<file path="src/rtl/bullscows_pkg.sv">
// Shared types and constants for the bulls/cows guess evaluator.
package bullscows_pkg;

    localparam int unsigned DIGITS  = 4;
    localparam int unsigned DIGIT_W = 4;
    localparam int unsigned CODE_W  = DIGITS * DIGIT_W;
    localparam int unsigned IDX_W   = $clog2(DIGITS);
    localparam int unsigned PAIR_W  = 2 * IDX_W;

    localparam logic [DIGIT_W-1:0] MAX_DIGIT = 4'd9;

    typedef enum logic [1:0] {
        StIdle,
        StScan,
        StFinish,
        StDone
    } eval_state_t;

    // Nibble k of a code; nibble DIGITS-1 is the leftmost digit.
    function automatic logic [DIGIT_W-1:0] digit_sel(input logic [CODE_W-1:0] code,
                                                     input logic [IDX_W-1:0]  k);
        return code[k*DIGIT_W +: DIGIT_W];
    endfunction

endpackage

</file>
<file path="src/rtl/guess_evaluator.sv">
// Serial bulls/cows scorer: scans all secret/guess digit pairs one per cycle,
// then publishes validity and scores with a one-cycle done pulse.
module guess_evaluator
    import bullscows_pkg::*;
(
    input  logic              clock,
    input  logic              reset,
    input  logic              start,
    input  logic              mode,
    input  logic [CODE_W-1:0] secret,
    input  logic [CODE_W-1:0] guess,
    output logic              busy,
    output logic              done,
    output logic              guess_valid,
    output logic [3:0]        bulls,
    output logic [3:0]        cows,
    output logic              win
);

    localparam logic [PAIR_W-1:0] LAST_PAIR = PAIR_W'(DIGITS * DIGITS - 1);

    eval_state_t state_q, state_d;
    logic        accept;

    logic [CODE_W-1:0] secret_q, guess_q;
    logic              mode_q;
    logic [PAIR_W-1:0] pair_q;
    logic [2:0]        bull_acc_q;
    logic [3:0]        cow_acc_q;
    logic              dup_q, range_err_q;

    logic              done_q, guess_valid_q, win_q;
    logic [3:0]        bulls_q, cows_q;

    logic [IDX_W-1:0]   idx_i, idx_j;
    logic [DIGIT_W-1:0] s_i, g_i, g_j;
    logic               valid_now, score_en;

    assign idx_i = pair_q[PAIR_W-1:IDX_W];
    assign idx_j = pair_q[IDX_W-1:0];
    assign s_i   = digit_sel(secret_q, idx_i);
    assign g_i   = digit_sel(guess_q, idx_i);
    assign g_j   = digit_sel(guess_q, idx_j);

    assign valid_now = !dup_q && !range_err_q;
    assign score_en  = valid_now && !mode_q;

    always_comb begin
        state_d = state_q;
        accept  = 1'b0;
        unique case (state_q)
            StIdle: begin
                if (start) begin
                    state_d = StScan;
                    accept  = 1'b1;
                end
            end
            StScan: begin
                if (pair_q == LAST_PAIR) state_d = StFinish;
            end
            StFinish: state_d = StDone;
            StDone: begin
                // Back-to-back request: restart the scan straight from DONE.
                if (start) begin
                    state_d = StScan;
                    accept  = 1'b1;
                end else begin
                    state_d = StIdle;
                end
            end
            default: state_d = StIdle;
        endcase
    end

    always_ff @(posedge clock) begin
        if (reset) begin
            state_q       <= StIdle;
            secret_q      <= '0;
            guess_q       <= '0;
            mode_q        <= 1'b0;
            pair_q        <= '0;
            bull_acc_q    <= '0;
            cow_acc_q     <= '0;
            dup_q         <= 1'b0;
            range_err_q   <= 1'b0;
            done_q        <= 1'b0;
            guess_valid_q <= 1'b0;
            bulls_q       <= '0;
            cows_q        <= '0;
            win_q         <= 1'b0;
        end else begin
            state_q <= state_d;
            done_q  <= 1'b0;
            if (accept) begin
                secret_q    <= secret;
                guess_q     <= guess;
                mode_q      <= mode;
                pair_q      <= '0;
                bull_acc_q  <= '0;
                cow_acc_q   <= '0;
                dup_q       <= 1'b0;
                range_err_q <= 1'b0;
            end else if (state_q == StScan) begin
                pair_q <= pair_q + 1'b1;
                if (s_i == g_j) begin
                    if (idx_i == idx_j) bull_acc_q <= bull_acc_q + 1'b1;
                    else                cow_acc_q  <= cow_acc_q + 1'b1;
                end
                if ((idx_i < idx_j) && (g_i == g_j)) dup_q <= 1'b1;
                // Every guess digit is visited once while idx_i is zero.
                if ((idx_i == '0) && (g_j > MAX_DIGIT)) range_err_q <= 1'b1;
            end else if (state_q == StFinish) begin
                done_q        <= 1'b1;
                guess_valid_q <= valid_now;
                bulls_q       <= score_en ? {1'b0, bull_acc_q} : 4'd0;
                cows_q        <= score_en ? cow_acc_q : 4'd0;
                win_q         <= score_en && (bull_acc_q == 3'(DIGITS));
            end
        end
    end

    assign busy        = (state_q == StScan) || (state_q == StFinish);
    assign done        = done_q;
    assign guess_valid = guess_valid_q;
    assign bulls       = bulls_q;
    assign cows        = cows_q;
    assign win         = win_q;

endmodule

</file>
<file path="config.mk">
export PLATFORM = sky130hd
export DESIGN_NAME = guess_evaluator
export DESIGN_NICKNAME = d
export VERILOG_FILES = /design/src/rtl/bullscows_pkg.sv /design/src/rtl/guess_evaluator.sv
export SDC_FILE = /design/constraint.sdc
export NUM_CORES = 1
export LEC_CHECK = 0
export CORE_MARGIN = 4
export CORE_UTILIZATION = 56
export CTS_CLUSTER_SIZE = 30
export DETAILED_ROUTE_END_ITERATION = 12
export PLACE_DENSITY_LB_ADDON = 0.3
export SKIP_CTS_REPAIR_TIMING = 1
export SYNTH_ARGS = -nofsm -noshare
export SYNTH_HDL_FRONTEND = slang
export SYNTH_SLANG_ARGS = --single-unit
</file>
<file path="constraint.sdc">
create_clock -name clock -period 2.95 [get_ports clock]
set_clock_uncertainty 0.1 [all_clocks]
set_input_delay 0.295 -clock clock [delete_from_list [all_inputs] [get_ports clock]]
set_output_delay 0.295 -clock clock [all_outputs]
set_load 0.02 [all_outputs]
</file>
==> results of run 1 <==
kinds of logic after synthesis:
| kind of cell | count (synthesis) |
|---|---|
| AOI/OAI and AO/OA | 62 |
| buffers and inverters | 29 |
| other | 1 |
| muxes | 14 |
| adders and majority gates | 11 |
| and+or+nand+nor | 118 |
| DFF | 58 |
| xor gates and xnor gates | 11 |
area by class of cell:
| type | count | area share [%] |
|---|---|---|
| Multi-Input combinational cell | 217 | 42.18 |
| Sequential cell | 58 | 34.49 |
| Timing Repair Buffer | 52 | 15.01 |
| Clock buffer | 14 | 5.128 |
| Tap cell | 54 | 2.007 |
| Inverter | 8 | 0.8919 |
| Clock inverter | 2 | 0.2973 |
cells in the final DEF, fill, tap and decap left out, types with 3 or more instances in the layout:
cell type        Yosys  final
and3_1               3      3
nand4_1              4      4
inv_1                8      8
clkdlybuf4s50_1      0     46
clkbuf_8             0     12
xnor2_1              5      5
or3_1                3      3
xnor2_2              4      4
mux4_2              11     11
nand3_1              5      5
ha_1                11     11
a21oi_1             44     44
dfxtp_1             58     58
nor2_1              19     19
o21ai_0              3      3
a22oi_1              7      7
nand2_1             72     72
buf_4                1      6
worst max-delay path by stage:
stage | from | endpoint | slack (ns) | cells past startpoint
detailed placement | pair_q[0] | bull_acc_q[2] | 0.65 | 5
global route | state_q[0] | win | 0.45 | 6
floorplan | pair_q[0] | cow_acc_q[2] | 0.94 | 7
global placement | pair_q[0] | cow_acc_q[0] | 0.75 | 5
CTS | pair_q[0] | bull_acc_q[2] | 0.63 | 5
finish | pair_q[0] | bull_acc_q[2] | 0.65 | 5
worst max-delay path, delay by kind of cell (launching register included):
| kind | cells | cell delay [ns] |
|---|---|---|
| DFF | 1 | 0.58 |
| and+or+nand+nor | 2 | 0.53 |
| AOI/OAI and AO/OA | 1 | 0.16 |
| xor gates and xnor gates | 1 | 0.21 |
| muxes | 1 | 0.64 |
sequential cells by signal, summed over array words and instances (netlist names), 2 cells and up:
signal      cells
cow_acc_q       4
cows            4
pair_q          4
state_q         2
bulls           3
secret_q       16
bull_acc_q      3
guess_q        16
power by group:
group / switching [mW] / internal (mW) / leakage, nW
registers: 0.0900 / 0.901 / 0.473
logic: 0.464 / 0.351 / 0.682
clock network: 0.293 / 0.371 / 0.0965
metal layers:
layer,wire length (µm),vias to the layer above,GRT usage [%]
li1,-,1125,-
met1,2367,1029,21.96
met2,2746,55,34.80
met3,291,11,4.872
met4,116,0,9.964
met5,0,-,0
==> results.json, run 1 <==
{
  "synth-edff-count": 0,
  "grt_pass1_vias": 2095,
  "die_x_um": 77.55,
  "hold_path_class": "flip-flop to flip-flop",
  "period_needed_ns": 2.296,
  "status": "finished, final reports clean",
  "totalNegativeSetupSlack_ns": 0,
  "vias_per_cell": 5.481,
  "r2r_start": "pair_q[0]",
  "p_total_mw": 2.470,
  "cts_max_level": 3,
  "layout-drive-gt1-share_pct": 10.54,
  "ant_nets": 0,
  "netlist_area_um2": 2709,
  "yosysTopAreaCell": "dfxtp_1",
  "avgSynthCellArea_um2": 8.911,
  "coreArea_um2": 4692,
  "stdcell_area_um2": 3367,
  "avgRoutedWirePerCell_um": 13.63,
  "synth_compound_area_share_pct": 12.84,
  "period_share_pct": 77.84,
  "synth_most_common_cell": "nand2_1",
  "place.gp.congestion": 0.8154,
  "relSlewSlack_pct": 29.06,
  "synthCells": 304,
  "drcViolationCount": 0,
  "port_buffers": 46,
  "grt_max_degree": 34,
  "timing.hold.ws_ns": 0.3535,
  "regArea_um2": 1161,
  "antennaDiodeCount": 0,
  "fin_cells": 405,
  "synthDistinctLibCells": 38,
  "setup-violations-final": 0,
  "crit_arrival_ns": 2.46,
  "rsz0062_at_grt": "false",
  "vdd_ir_drop_max_uv": 496.9,
  "hold_path_end": "secret_q[9]",
  "die_h_um": 77.55,
  "std_cell_rows": 25,
  "dp.cells": 389,
  "reg2reg_setup_slack_ns": 0.65,
  "grt.total_usage_pct": 19.73,
  "fin_ws_ns": 0.6539,
  "p_leak_nw": 1.252,
  "p_per_area_nw_per_um2": 733.5,
  "max_stage_delay_ns": 0.64,
  "cts.sinks": 58,
  "synth_fa_ha_area_share_pct": 5.081,
  "path_class": "flip-flop to flip-flop",
  "clockBufferDepth": 2,
  "fill_cells": 381,
  "antenna_found_initial": 0,
  "yosys_warnings": 0,
  "worstPathRequired_ns": 3.11,
  "dieArea_um2": 6014,
  "synth_area_leaders": "dfxtp_1 (43%), nand2_1 (10%), mux4_2 (9.1%), a21oi_1 (8.1%), ha_1 (5.1%)",
  "dpl_cell_area_um2": 3184,
  "syn_to_final_growth_pct": 24.30,
  "synth-simple-area-share_pct": 18.75,
  "hold_violations": 0,
  "ys_top_cells_by_count": "nand2_1 (72), dfxtp_1 (58), a21oi_1 (44)",
  "ys_async_sr_fraction_pct": 0,
  "synthXorXnorAreaFrac_pct": 4.665,
  "ys_ff_latch": 58,
  "dpl_worst_slack_ns": 0.6513,
  "ys_seq_area_share_pct": 42.86,
  "cpMaxStageDelayCell": "mux4_2",
  "wl_mm": 5.522,
  "initial_utilization_pct": 57.73,
  "grt_pass1_wl_mm": 9.280,
  "synth_top_area_share_pct": 42.86,
  "gr-total-overflow": 0,
  "cts-buffers-inserted": 9,
  "drt-initial-drc-count": 96,
  "critPathLaunchType": "flip-flop",
  "firstDrtPassIters": 6,
  "synthesis.nets": 351,
  "cts_tree": "done",
  "worstRegToRegCells": 5,
  "crit_chain": "mux4_2 > xnor2_2 > nand3_2 > or3_1 > a21oi_1",
  "clk_latency_ns": 0.33,
  "finalMaxSlewViolations": 0,
  "synth_top_family_by_area": "simple AND/OR/NAND/NOR gates",
  "cap_violations": 0,
  "cp-end-kind": "flip-flop",
  "max_freq_mhz": 435.5,
  "timing.rr.end": "bull_acc_q[2]",
  "cts_root_buf": "clkbuf_8",
  "dr_total_vias": 2220,
  "final_nets": 393,
  "hold_start": "secret_q[9]",
  "min_delay_path_depth": 2,
  "clkTransAtPathRegs_ns": 0.06,
  "final_util_pct": 71.76,
  "io_pins": 48,
  "tightestPinTransition_ns": 1.054,
  "crit_fanout": 8,
  "multi_input_area_um2": 1420,
  "synthMuxAreaShare_pct": 10.85,
  "ys_dominant_reg_cell": "dfxtp_1",
  "hpwl_mm": 3.923
}
Note: power is estimated with default switching activity, not from simulation.
==> inputs of run 2 (changes only) <==
--- a/config.mk
+++ b/config.mk
@@ -6,7 +6,7 @@
 export NUM_CORES = 1
 export LEC_CHECK = 0
 export CORE_MARGIN = 4
-export CORE_UTILIZATION = 56
+export CORE_UTILIZATION = 47
 export CTS_CLUSTER_SIZE = 30
 export DETAILED_ROUTE_END_ITERATION = 12
 export PLACE_DENSITY_LB_ADDON = 0.3
==> constraint.sdc (replaced) <==
create_clock -name clock -period 2.1 [get_ports clock]
set_clock_uncertainty 0.1 [all_clocks]
set_input_delay 0.21 -clock clock [delete_from_list [all_inputs] [get_ports clock]]
set_output_delay 0.21 -clock clock [all_outputs]
set_load 0.02 [all_outputs]
==> run 2 against run 1 <==
Register-to-register slack lost 0.62 ns. Clock power is 31% higher. Maximum frequency rose by 11%. Clock-buffer cell count is 1 lower. Sequential share of layout area decreased by 1.4 points. Critical path depth increased by 1. First-iteration DRC count rose by 24%. Worst setup slack worse by 0.62 ns. Non-clock buffer count grew 14. Largest cell class unchanged. Highest routed layer unchanged.
==> results.json, run 2 (synthesized netlist as in run 1, its figures left out) <==
{
  "crit_fanout": 5,
  "grt_pass1_vias": 2225,
  "p_total_mw": 3.560,
  "ant_nets": 0,
  "initial_utilization_pct": 48.89,
  "cp.depth": 6,
  "path_buf_inv": 1,
  "dr_total_vias": 2260,
  "cts-buffers-inserted": 9,
  "clockBufferDepth": 2,
  "crit_chain": "buf_6 > mux4_2 > xnor2_2 > nand3_2 > or3_4 > a21oi_2",
  "period_needed_ns": 2.067,
  "antennaDiodeCount": 0,
  "max_freq_mhz": 483.9,
  "hold_path_class": "input port to flip-flop",
  "fin_ws_ns": 0.03338,
  "cts.sinks": 58,
  "die_x_um": 83.92,
  "grt_max_degree": 34,
  "avgRoutedWirePerCell_um": 13.64,
  "syn_to_final_growth_pct": 30.25,
  "drcViolationCount": 0,
  "finalMaxSlewViolations": 0,
  "cts_tree": "done",
  "gr-total-overflow": 0,
  "grt.total_usage_pct": 17.86,
  "p_per_area_nw_per_um2": 1009,
  "hold_start": "secret[9]",
  "wl_mm": 5.959,
  "setup-violations-final": 0,
  "firstDrtPassIters": 4,
  "path_class": "flip-flop to flip-flop",
  "drt-initial-drc-count": 119,
  "tightestPinTransition_ns": 0.6576,
  "std_cell_rows": 27,
  "dpl_worst_slack_ns": -0.03654,
  "cp-end-kind": "flip-flop",
  "final_nets": 407,
  "hpwl_mm": 4.389,
  "cts_max_level": 3,
  "clk_latency_ns": 0.33,
  "port_buffers": 46,
  "p_leak_nw": 1.329,
  "final_cell_mix": "nand2_1 (72), dfxtp_1 (56), clkdlybuf4s50_1 (45)",
  "die_h_um": 83.92,
  "worstRegToRegCells": 6,
  "cap_violations": 0,
  "relSlewSlack_pct": 55.80,
  "vdd_ir_drop_max_uv": 697.2,
  "critical_path.top_delay_family": "multiplexers",
  "coreArea_um2": 5540,
  "timing.rr.end": "bull_acc_q[2]",
  "reg2reg_setup_slack_ns": 0.03,
  "period_share_pct": 98.41,
  "layout-drive-gt1-share_pct": 16.16,
  "fin_cells": 437,
  "dieArea_um2": 7042,
  "cts_root_buf": "clkbuf_8",
  "status": "finished, final reports clean",
  "min_delay_path_depth": 3,
  "clkTransAtPathRegs_ns": 0.06,
  "crit_arrival_ns": 2.24,
  "r2r_start": "pair_q[2]",
  "final_common_cell": "nand2_1",
  "vias_per_cell": 5.172,
  "critPathLaunchType": "flip-flop",
  "hold_path_end": "secret_q[9]",
  "hold_violations": 0,
  "worstPathRequired_ns": 2.27,
  "antenna_found_initial": 0,
  "io_pins": 48,
  "cpMaxStageDelayCell": "mux4_2",
  "timing.hold.ws_ns": 0.3205,
  "grt_pass1_wl_mm": 10.05,
  "max_stage_delay_ns": 0.54,
  "largestRegisters": "guess_q (16), secret_q (16)",
  "rsz0062_at_grt": "true",
  "totalNegativeSetupSlack_ns": 0,
  "place.gp.congestion": 0.7949,
  "dp.cells": 417,
  "fill_cells": 519
}
==> run 2: tightest hold or removal path: cells and delay by family <==
kind	cells	cell delay, ns
buf+inv	1	0.39
compound gates	1	0.05
simple gates	1	0.05
==> run 2: report_power, final <==
part | internal, mW | switching [mW] | total [mW] | leakage (nW)
Clock | 0.455 | 0.416 | 0.871 | 0.0872
Combinational | 0.586 | 0.711 | 1.30 | 0.768
Sequential | 1.27 | 0.125 | 1.39 | 0.475
==> run 2: worst max path at each step <==
stage	slack, ns	to	startpoint
final	0.03	bull_acc_q[2]	pair_q[2]
after global routing	-0.05	bull_acc_q[2]	pair_q[2]
after CTS	-0.05	busy	state_q[0]
after detailed placement	-0.04	cow_acc_q[2]	pair_q[0]
after global placement	-0.02	dup_q	pair_q[2]
after floorplan	0.09	cow_acc_q[2]	pair_q[0]
==> run 2: cell type report <==
class / count / area (µm²) / area share (%)
Clock inverter: 3 / 15.01 / 0.4255
Multi-Input combinational cell: 217 / 1455 / 41.24
Inverter: 8 / 30.03 / 0.8511
Clock buffer: 13 / 148.9 / 4.220
Sequential cell: 58 / 1169 / 33.12
Tap cell: 72 / 90.09 / 2.553
Timing Repair Buffer: 66 / 620.6 / 17.59
==> run 2: metal layers <==
metal	wire, µm	GRT usage [%]	vias up
li1	-	-	1152
met1	2646	21.37	1053
met2	2894	29.65	46
met3	285	5.232	9
met4	132	7.895	0
met5	0	0	-
==> run 2: stage by stage <==
stage / instance area, µm² / utilization, %
6_report: 3528 / 63.69
5_1_grt: 3528 / 63.69
4_1_cts: 3446 / 62.20
3_5_place_dp: 3282 / 59.24
3_3_place_gp: 3282 / 59.24
2_1_floorplan: 2709 / -
==> inputs of run 3 (changes only) <==
--- a/config.mk
+++ b/config.mk
@@ -5,6 +5,7 @@
 export SDC_FILE = /design/constraint.sdc
 export NUM_CORES = 1
 export LEC_CHECK = 0
+export CAP_MARGIN = 20
 export CORE_MARGIN = 4
 export CORE_UTILIZATION = 47
 export CTS_CLUSTER_SIZE = 30
==> run 3 against run 2 <==
Power rose by 0.17%. Worst setup slack got worse by 0.024 ns. Clock-buffer cell count stayed put. Sequential power barely moved. Sequential share of layout area rose by 0.13 points. Register-to-register slack worse by 0.02 ns. Highest routed layer unchanged.
==> results.json, run 3 (synthesized netlist as in run 1, its figures left out) <==
{
  "max_freq_mhz": 478.3,
  "cts_tree": "done",
  "syn_to_final_growth_pct": 29.75,
  "status": "finished, final reports clean",
  "die_x_um": 83.92,
  "cts_root_buf": "clkbuf_8",
  "antennaDiodeCount": 0,
  "firstDrtPassIters": 4,
  "cts-buffers-inserted": 9,
  "grt_pass1_wl_mm": 10.05,
  "dr_total_vias": 2278,
  "gr-total-overflow": 0,
  "critPathLaunchType": "flip-flop",
  "final_common_cell": "nand2_1",
  "rsz0062_at_grt": "true",
  "final_util_pct": 63.44,
  "worstPathRequired_ns": 2.28,
  "crit_chain": "buf_4 > mux4_2 > xnor2_4 > nand4_1 > or3_4 > a21oi_2",
  "initial_utilization_pct": 48.89,
  "period_share_pct": 99.56,
  "cp-end-kind": "flip-flop",
  "vdd_ir_drop_max_uv": 698.8,
  "wl_mm": 5.980,
  "cts.sinks": 58,
  "layout-drive-gt1-share_pct": 15.34,
  "avgRoutedWirePerCell_um": 13.68,
  "tightestPinTransition_ns": 0.5133,
  "cap_violations": 0,
  "p_leak_nw": 1.333,
  "vias_per_cell": 5.213,
  "final_cell_mix": "nand2_1 (72), dfxtp_1 (56), clkdlybuf4s50_1 (45)",
  "place.gp.congestion": 0.7949,
  "max_stage_delay_ns": 0.56,
  "grt_pass1_vias": 2225,
  "die_h_um": 83.92,
  "cts_max_level": 3,
  "std_cell_rows": 27,
  "fill_cells": 516,
  "cpMaxStageDelayCell": "mux4_2",
  "path_buf_inv": 1,
  "port_buffers": 46,
  "largestRegisters": "guess_q (16), secret_q (16)",
  "dp.cells": 417,
  "antenna_found_initial": 0,
  "crit_fanout": 5,
  "hold_violations": 0,
  "io_pins": 48,
  "hpwl_mm": 4.389,
  "fin_cells": 437,
  "drt-initial-drc-count": 138,
  "p_per_area_nw_per_um2": 1015,
  "setup-violations-final": 0,
  "crit_arrival_ns": 2.27,
  "critical_path.top_delay_family": "multiplexers",
  "relSlewSlack_pct": 65.78,
  "clkTransAtPathRegs_ns": 0.07,
  "grt.total_usage_pct": 17.86,
  "dieArea_um2": 7042,
  "clockBufferDepth": 2,
  "final_nets": 407,
  "finalMaxSlewViolations": 0,
  "path_class": "flip-flop to flip-flop",
  "drcViolationCount": 0,
  "coreArea_um2": 5540,
  "period_needed_ns": 2.091,
  "ant_nets": 0,
  "grt_max_degree": 34,
  "hold_path_class": "input port to flip-flop",
  "clk_latency_ns": 0.33
}
run 3: tightest hold or removal path: stages:
cell             delay (ns)
clkdlybuf4s50_1        0.39
nand2_1                0.05
a21oi_1                0.05
run 3: report_power, final:
part | switching [mW] | leakage, nW | internal (mW)
registers | 0.122 | 0.475 | 1.27
clock network | 0.419 | 0.0872 | 0.455
logic | 0.713 | 0.772 | 0.590
total | 1.25 | 1.33 | 2.31
run 3: worst paths after layout:
path               start       endpoint  slack, ns  depth (start not counted)
max            pair_q[2]  bull_acc_q[2]      0.009                          6
min            secret[9]    secret_q[9]       0.32                          3
max reg2reg    pair_q[2]  bull_acc_q[2]      0.009                          6
min reg2reg  secret_q[9]    secret_q[9]       0.35                          2
run 3: metal layers:
metal	GRT usage (%)	routed length, µm
met1	21.37	2634
met2	29.65	2905
met3	5.232	309
met4	7.895	131
met5	0	0
run 3: final cells by class:
| type | count | area [µm²] | area share, % |
|---|---|---|---|
| Multi-Input combinational cell | 217 | 1448 | 41.19 |
| Inverter | 8 | 30.03 | 0.8544 |
| Clock inverter | 3 | 15.01 | 0.4272 |
| Timing Repair Buffer | 66 | 614.3 | 17.48 |
| Tap cell | 72 | 90.09 | 2.563 |
| Clock buffer | 13 | 148.9 | 4.236 |
| Sequential cell | 58 | 1169 | 33.25 |
run 3: per-stage QoR:
stage / total power, mW / area [µm²] / hold WS (ns) / TNS [ns] / setup WS, ns
6_report: 3.567 / 3515 / 0.3206 / 0 / 0.009218
3_5_place_dp: 2.648 / 3282 / 0.3458 / -0.08136 / -0.03654
3_3_place_gp: 2.594 / 3282 / 0.3417 / -0.02270 / -0.02270
2_1_floorplan: 2.273 / 2709 / 0.2460 / 0 / 0.09458
4_1_cts: 3.523 / 3446 / 0.3089 / -0.1897 / -0.05467
5_1_grt: 3.805 / 3515 / 0.3103 / -0.1311 / -0.07078
